### src/rtl/servo_pwm_driver.sv
// Hobby-servo PWM generator: one pulse per period whose width is MIN_TICKS plus
// STEP_TICKS per angle LSB, with a one-clock done strobe at each period boundary.
module servo_pwm_driver #(
    parameter int CLK_DIV      = 50,
    parameter int PERIOD_TICKS = 20000,
    parameter int MIN_TICKS    = 1000,
    parameter int STEP_TICKS   = 4
) (
    input  logic       clk,
    input  logic       rst,
    input  logic       en,
    input  logic [7:0] servo_angle,
    output logic       pwm_out,
    output logic       servo_cycle_done,
    output logic [7:0] angle_q
);

    localparam int PRE_W = (CLK_DIV > 1) ? $clog2(CLK_DIV) : 1;

    generate
        if ((CLK_DIV < 1) || (PERIOD_TICKS > 65535) || (MIN_TICKS < 1) || (STEP_TICKS < 0) ||
            ((MIN_TICKS + 255 * STEP_TICKS) >= PERIOD_TICKS)) begin : g_bad_params
            $error("servo_pwm_driver: illegal timing parameters");
        end
    endgenerate

    typedef enum logic [1:0] {
        ST_IDLE = 2'd0,
        ST_HIGH = 2'd1,
        ST_LOW  = 2'd2
    } state_e;

    state_e           state_q, state_d;
    logic [PRE_W-1:0] pre_q, pre_d;
    logic [15:0]      cnt_q, cnt_d;
    logic [17:0]      pulse_q, pulse_d;
    logic [7:0]       ang_q, ang_d;
    logic             pwm_q, pwm_d;
    logic             done_q, done_d;

    logic tick_s;
    logic high_end_s;
    logic period_end_s;
    logic start_s;

    // Tick qualifiers; cnt_q counts ticks since period start across both HIGH and LOW.
    always_comb begin
        tick_s       = (pre_q == PRE_W'(CLK_DIV - 1));
        high_end_s   = (state_q == ST_HIGH) && tick_s && ({2'b00, cnt_q} == (pulse_q - 18'd1));
        period_end_s = (state_q == ST_LOW) && tick_s && (cnt_q == 16'(PERIOD_TICKS - 1));
        if (state_q == ST_IDLE) begin
            start_s = en;
        end else begin
            start_s = period_end_s && en;
        end
    end

    // State register.
    always_ff @(posedge clk or posedge rst) begin
        if (rst) begin
            state_q <= ST_IDLE;
        end else begin
            state_q <= state_d;
        end
    end

    // Next-state logic.
    always_comb begin
        state_d = state_q;
        case (state_q)
            ST_IDLE: begin
                if (en) state_d = ST_HIGH;
                else    state_d = ST_IDLE;
            end
            ST_HIGH: begin
                if (high_end_s) state_d = ST_LOW;
                else            state_d = ST_HIGH;
            end
            ST_LOW: begin
                if (period_end_s) state_d = en ? ST_HIGH : ST_IDLE;
                else              state_d = ST_LOW;
            end
            default: state_d = ST_IDLE;
        endcase
    end

    // Output and datapath next values; pwm simply mirrors the HIGH state one edge early.
    always_comb begin
        pwm_d  = (state_d == ST_HIGH);
        done_d = period_end_s;
        if (start_s) begin
            ang_d   = servo_angle;
            pulse_d = 18'(MIN_TICKS) + (18'(servo_angle) * 18'(STEP_TICKS));
            pre_d   = {PRE_W{1'b0}};
            cnt_d   = 16'd0;
        end else if ((state_q == ST_IDLE) || period_end_s) begin
            ang_d   = ang_q;
            pulse_d = pulse_q;
            pre_d   = {PRE_W{1'b0}};
            cnt_d   = 16'd0;
        end else if (tick_s) begin
            ang_d   = ang_q;
            pulse_d = pulse_q;
            pre_d   = {PRE_W{1'b0}};
            cnt_d   = cnt_q + 16'd1;
        end else begin
            ang_d   = ang_q;
            pulse_d = pulse_q;
            pre_d   = pre_q + PRE_W'(1);
            cnt_d   = cnt_q;
        end
    end

    // Datapath and output registers.
    always_ff @(posedge clk or posedge rst) begin
        if (rst) begin
            pre_q   <= {PRE_W{1'b0}};
            cnt_q   <= 16'd0;
            pulse_q <= 18'd0;
            ang_q   <= 8'h80;
            pwm_q   <= 1'b0;
            done_q  <= 1'b0;
        end else begin
            pre_q   <= pre_d;
            cnt_q   <= cnt_d;
            pulse_q <= pulse_d;
            ang_q   <= ang_d;
            pwm_q   <= pwm_d;
            done_q  <= done_d;
        end
    end

    assign pwm_out          = pwm_q;
    assign servo_cycle_done = done_q;
    assign angle_q          = ang_q;

endmodule
### config.mk
export PLATFORM = sky130hd
export DESIGN_NAME = servo_pwm_driver
export DESIGN_NICKNAME = d
export VERILOG_FILES = /design/src/rtl/servo_pwm_driver.sv
export SDC_FILE = /design/constraint.sdc
export NUM_CORES = 1
export LEC_CHECK = 0
export BUFFER_PORTS_ARGS = -buffer_cell sky130_fd_sc_hd__buf_4
export CAP_MARGIN = 20
export CORE_ASPECT_RATIO = 1.25
export CORE_MARGIN = 5
export CORE_UTILIZATION = 45
export CTS_CLUSTER_DIAMETER = 50
export DETAILED_ROUTE_END_ITERATION = 16
export PLACE_DENSITY_LB_ADDON = 0.2
export SLEW_MARGIN = 25
export SYNTH_ARGS = -nofsm -noshare
export SYNTH_HDL_FRONTEND = slang
export SYNTH_SLANG_ARGS = --single-unit
### constraint.sdc
create_clock -name clk -period 5.8 [get_ports clk]
set_clock_uncertainty 0.2 [all_clocks]
set_input_delay 0.58 -clock clk [delete_from_list [all_inputs] [get_ports clk]]
set_output_delay 0.58 -clock clk [all_outputs]
set_load 0.01 [all_outputs]
==> results of run 1 <==
-- tightest hold or removal path: stages --
cell	delay [ns]
buf_4	0.11
inv_1	0.04
buf_4	0.44
-- final cells by class --
class | instances | area (µm²)
clock inverter | 1 | 8.76
multi-input combinational | 170 | 1110
timing repair buffer | 21 | 158
tap | 60 | 75.1
clock buffer | 7 | 86.3
sequential | 42 | 1050
fill | 500 | 2260
inverter | 5 | 18.8
-- synthesized netlist by cell type (all sizes together) (2+ instances only) --
library cell / number
dfrtp: 41
nor2: 30
xor2: 16
nand2: 14
xnor2: 13
nand3: 10
mux2: 9
o21ai: 9
a21oi: 8
nor3: 8
nand4: 6
and3: 5
clkbuf: 5
ha: 5
inv: 5
or3: 5
nand2b: 4
or2: 4
buf: 3
nor4: 3
or4: 3
a21boi: 2
and2: 2
o21a: 2
o31ai: 2
-- layer usage --
layer	vias to the layer above	share of wire (%)
li1	824	-
met5	-	0
met4	0	1.5
met1	751	47
met2	36	47
met3	4	4.5
-- final timing paths --
check,startpoint,depth (start not counted),slack [ns],endpoint
max,pre_q[1],7,2.66,angle_q[4]
min,rst,3,0.21,pre_q[3]
min in group clk,pre_q[0],1,0.30,pre_q[0]
max in group asynchronous,rst,3,4.83,angle_q[7]
min reg2reg,pre_q[0],1,0.30,pre_q[0]
max reg2reg,pre_q[1],7,2.66,angle_q[4]
-- sequential cells by signal, indices dropped and copies added, names as in the netlist --
signal	cells
cnt_q	16
angle_q	8
pulse_q	8
pre_q	6
state_q	2
pwm_out	1
servo_cycle_done	1
-- cells by family (layout without fill, tap and decap cells) --
| family | count (synthesis) | count (layout) | synth area share, % |
|---|---|---|---|
| compound gates | 29 | 29 | 8.98 |
| xor+xnor | 29 | 29 | 11.5 |
| fa+ha+maj | 5 | 5 | 2.82 |
| buf+inv | 13 | 34 | 2.49 |
| flops | 42 | 42 | 47.5 |
| mux | 10 | 10 | 5.03 |
| simple gates | 97 | 97 | 21.7 |
-- power by group through the flow --
stage | clock network [µW] | registers, µW | logic [µW]
6_report | 203 | 409 | 229
2_1_floorplan | 0 | 408 | 162
5_1_grt | 221 | 422 | 260
4_1_cts | 207 | 408 | 234
3_3_place_gp | 0 | 412 | 232
3_5_place_dp | 0 | 413 | 233
-- through the flow --
| stage | worst slack (ns) | std cells | hold slack [ns] |
|---|---|---|---|
| after floorplan | 3.52 | 225 | 0.261 |
| after global placement | 2.67 | 298 | 0.276 |
| after detailed placement | 2.62 | 298 | 0.288 |
| after CTS | 2.61 | 306 | 0.229 |
| after global routing | 2.36 | 306 | 0.252 |
| final | 2.66 | 306 | 0.209 |
==> reports/qor.yml, run 1 <==
status:
  status: "complete, no violations"
placement:
  dpl_cell_area_um2: 2410
  gp_congestion: 0.865
  hpwl_um: 3220
  port-buffer-count: 20
logic_synthesis:
  avgSynthCellArea_um2: 9.84
  synth_fp_nets: 241
  synth_area_leader_cell: "dfrtp_1"
  yosysWarnings: 0
  yosys-top-cells-area: "dfrtp_1, xor2_1, xnor2_1"
  synth_cell_types: 40
  ys_seq_area_share_pct: 47.5
  synth_edf_count: 0
  synth_cells: 225
  yosys.area.top_type_share_pct: 46.3
  ys.flop_type: "dfrtp_1"
  netlist_area_um2: 2210
  synth_seq_cells: 42
  async_flop_share_pct: 100
global_routing:
  grt_max_degree: 43
  gr-max-usage-layer: "met2"
  grt_usage_pct: 15.4
  use_met3_pct: 3.98
  grt_pass1_vias: 1624
  grt_use_met2_pct: 24.7
  grt-ovfl-total: 0
  grt_pass1_wl_um: 7630
  grt_antenna_before_repair: 0
  use_met1_pct: 20.0
finish:
  n_antenna_cell: 0
  final_common_cell: "dfrtp_1"
  final_util_pct: 52.6
  area_growth_pct: 13.2
  final_layout_size_suffix_gt1_share_pct: 17.5
  layout_common_cells: "dfrtp_1, nor2_1, buf_4"
  stdcell_area_um2: 2510
  nNetsFinal: 261
floorplanning:
  dieArea_um2: 6430
  ios: 21
  start_util_pct: 46.5
  fp.dieW_um: 72.7
  die_h_um: 88.4
  fp-row-count: 28
  core_um2: 4760
critical_path:
  path_max_fanout: 23
  cp_top_family: "simple AND/OR/NAND/NOR gates"
  slowest_stage: "o31ai_4"
  worstSetupEndpointType: "flip-flop"
  slowest_delay_ns: 0.72
  crit_path_cell_trace: "inv_1 > ha_1 > and3_1 > nand4_1 > o31ai_4 > nand2_1 > mux2_2"
  arrival_ns: 3.13
  cp_num_buf_inv: 1
  cp.required_ns: 5.79
  critical_path_class: "flip-flop to flip-flop"
  critPathLaunchType: "flip-flop"
power:
  peakVddDrop_mv: 0.194
  power.internal_uw: 569
  power_density_nw_per_um2: 336
  clkPwrFrac_pct: 24.1
  pwr-share-comb_pct: 27.3
  seqPwrFrac_pct: 48.6
  netSwitchingPower_uw: 273
  p_total_uw: 841
  p_leak_uw: 0.00112
  switching_share_pct: 32.4
cts:
  clockBufferDepth: 2
  clk_latency_ns: 0.30
  root_buffer: "clkbuf_8"
  cts_resized: 0
  cts_inserted_buffers: 5
  cts_tree: "built"
  clkTransAtPathRegs_ns: 0.08
  post-cts-setup-buffer-count: 0
  cts.sinks: 42
  cts_hold_buf: 0
  cts_max_level: 2
timing:
  maxSlewViolCount: 0
  worstMarginPinSlew_ns: 0.721
  fmax_mhz: 319
  finalCritPeriodShare_pct: 54.1
  fin_crit_ns: 3.14
  fin_tns_setup_ns: 0
  finalSetupViolCount: 0
  slew_headroom_pct: 51.9
  grt_setup_unrepaired: "false"
  finalHoldViolCount: 0
job:
  maxCapViolations: 0
hold_path:
  hold_class: "input pin to asynchronous set/reset pin"
detailed_routing:
  drt_iter0_markers: 62
  post_drt_wl_per_cell_um: 14.0
  vias: 1615
  firstDrtPassIters: 4
  vias_per_cell: 5.28
  wl_um: 4300
  drcViolationCount: 0
  postRouteAntennaNets: 0
(Power assumes the default switching activity.)
==> run 2: changes to the inputs <==
==> constraint.sdc (replaced) <==
create_clock -name clk -period 3 [get_ports clk]
set_clock_uncertainty 0.2 [all_clocks]
set_input_delay 0.3 -clock clk [delete_from_list [all_inputs] [get_ports clk]]
set_output_delay 0.3 -clock clk [all_outputs]
set_load 0.01 [all_outputs]
==> run 2 against run 1 <==
  * Maximum frequency up 29%
  * Worst hold slack got worse by 0.19 ns
  * Clock power up 130%
  * Wire length grew 1.2%
  * Largest power group unchanged
  * Total power grew 100%
  * Register-to-register slack got worse by 2.1 ns
  * Sequential power grew 92%
  * Worst setup slack got worse by 2.1 ns
==> reports/qor.yml, run 2 (synthesis results as in run 1) <==
cts:
  root_buffer: "clkbuf_8"
  cts_tree: "built"
  cts_inserted_buffers: 5
  clk_latency_ns: 0.29
  clkTransAtPathRegs_ns: 0.08
  cts_max_level: 2
  clockBufferDepth: 2
  cts_resized: 0
  cts.sinks: 42
critical_path:
  cp.required_ns: 2.96
  crit_path_cell_trace: "or3_1 > or4_1 > or2_0 > a31oi_1 > nand4_1 > a21boi_0"
  critical_path_class: "flip-flop to flip-flop"
  reg2reg_to: "pwm_out"
  arrival_ns: 2.39
  crit_start: "pulse_q[4]"
  endpoint: "pwm_out"
  critPathLaunchType: "flip-flop"
  path_max_fanout: 7
  slowest_stage: "or3_1"
  r2r_slack_ns: 0.57
  worstSetupEndpointType: "flip-flop"
  worst-r2r-cell-count: 6
  r2r_start: "pulse_q[4]"
  slowest_delay_ns: 0.48
finish:
  final_common_cell: "dfrtp_1"
  n_antenna_cell: 0
  area_growth_pct: 15.3
  final_layout_size_suffix_gt1_share_pct: 18.1
  largest_register_ffs: 16
  register_area_um2: 1050
  multiInputGateArea_um2: 1110
  layout.cells.non_filler: 309
  nNetsFinal: 264
  regMostFlops: "cnt_q"
  fillers: 487
  layout_common_cells: "dfrtp_1, nor2_1, buf_4"
detailed_routing:
  post_drt_wl_per_cell_um: 14.1
  drcViolationCount: 0
  vias_per_cell: 5.32
  wl_um: 4350
  postRouteAntennaNets: 0
  vias: 1643
  drt_iter0_markers: 68
  firstDrtPassIters: 4
global_routing:
  grt_pass1_vias: 1711
  grt-ovfl-total: 0
  grt_usage_pct: 15.7
  grt_antenna_before_repair: 0
  grt_max_degree: 43
  grt_pass1_wl_um: 7820
timing:
  worstMarginPinSlew_ns: 0.523
  slew_headroom_pct: 65.1
  finalHoldViolCount: 0
  fmax_mhz: 412
  maxSlewViolCount: 0
  fin_crit_ns: 2.43
  fin_tns_setup_ns: 0
  grt_setup_unrepaired: "false"
  finalCritPeriodShare_pct: 81.0
  finalSetupViolCount: 0
floorplanning:
  fp.dieW_um: 72.7
  dieArea_um2: 6430
  start_util_pct: 46.5
  ios: 21
  fp-row-count: 28
  core_um2: 4760
  die_h_um: 88.4
status:
  status: "complete, no violations"
placement:
  dp.cells: 300
  port-buffer-count: 20
  hpwl_um: 3170
  gp_congestion: 0.827
hold_path:
  hold_class: "input pin to flip-flop"
power:
  peakVddDrop_mv: 0.344
  power_density_nw_per_um2: 666
  p_leak_uw: 0.00114
job:
  maxCapViolations: 0
==> run 2: cell types whose count changed in the layout (fill, tap and decap cells not counted) <==
cell,before,now
inv_6,1,0
bufinv_16,0,1
dlygate4sd3_1,0,1
buf_4,21,23
==> run 2: repair_timing <==
item / 4_1_cts / 5_1_grt
buffers inserted: 0 / 0
hold buffers: 1 / 0
hold endpoints to repair: 41 / 0
==> run 2: cell type report <==
type,count,area share [%]
clock buffer,7,3.38
clock inverter,1,1.18
inverter,5,0.735
multi-input combinational,170,43.4
sequential,42,41.2
tap,60,2.94
timing repair buffer,24,7.16
==> run 2: worst min path at each step <==
stage | startpoint | to | slack (ns) | cells past startpoint
floorplan | servo_angle[1] | pulse_q[3] | 0.21 | 1
global placement | rst | pre_q[2] | 0.27 | 3
detailed placement | rst | pre_q[2] | 0.27 | 3
CTS | en | pulse_q[10] | 0.01 | 2
global route | en | pulse_q[10] | 0.01 | 2
finish | en | pulse_q[10] | 0.02 | 2
==> run 2: per-layer routing <==
metal  vias to the layer above  global-route usage, %  part of all wire, %
met5                         -                      0                    0
met4                         0                   7.21                  1.6
met3                         6                   2.84                  3.7
met2                        34                   26.1                   49
met1                       776                   19.7                   46
li1                        827                      -                    -
==> run 2: metrics by stage <==
step | util, % | total power [µW] | worst slack [ns] | hold slack (ns) | area (µm²)
after global placement | 50.9 | 1250 | 0.603 | 0.274 | 2430
after global routing | 53.6 | 1830 | 0.348 | 0.0131 | 2550
after detailed placement | 50.9 | 1250 | 0.572 | 0.275 | 2430
after CTS | 53.6 | 1720 | 0.550 | 0.0102 | 2550
final | 53.6 | 1700 | 0.570 | 0.0224 | 2550
after floorplan | - | 1100 | 0.719 | 0.212 | 2210
==> run 2: worst max-delay path, delay by kind of cell, from the launching register on <==
kind               cells  cell delay [ns]
DFF                    1             0.44
and+or+nand+nor        4             1.31
AOI/OAI and AO/OA      2             0.34
==> run 2: where the power goes <==
part	leakage, µW	internal, µW	switching (µW)
clock network	0.0000585	271	191
registers	0.000536	676	109
logic	0.000545	236	215
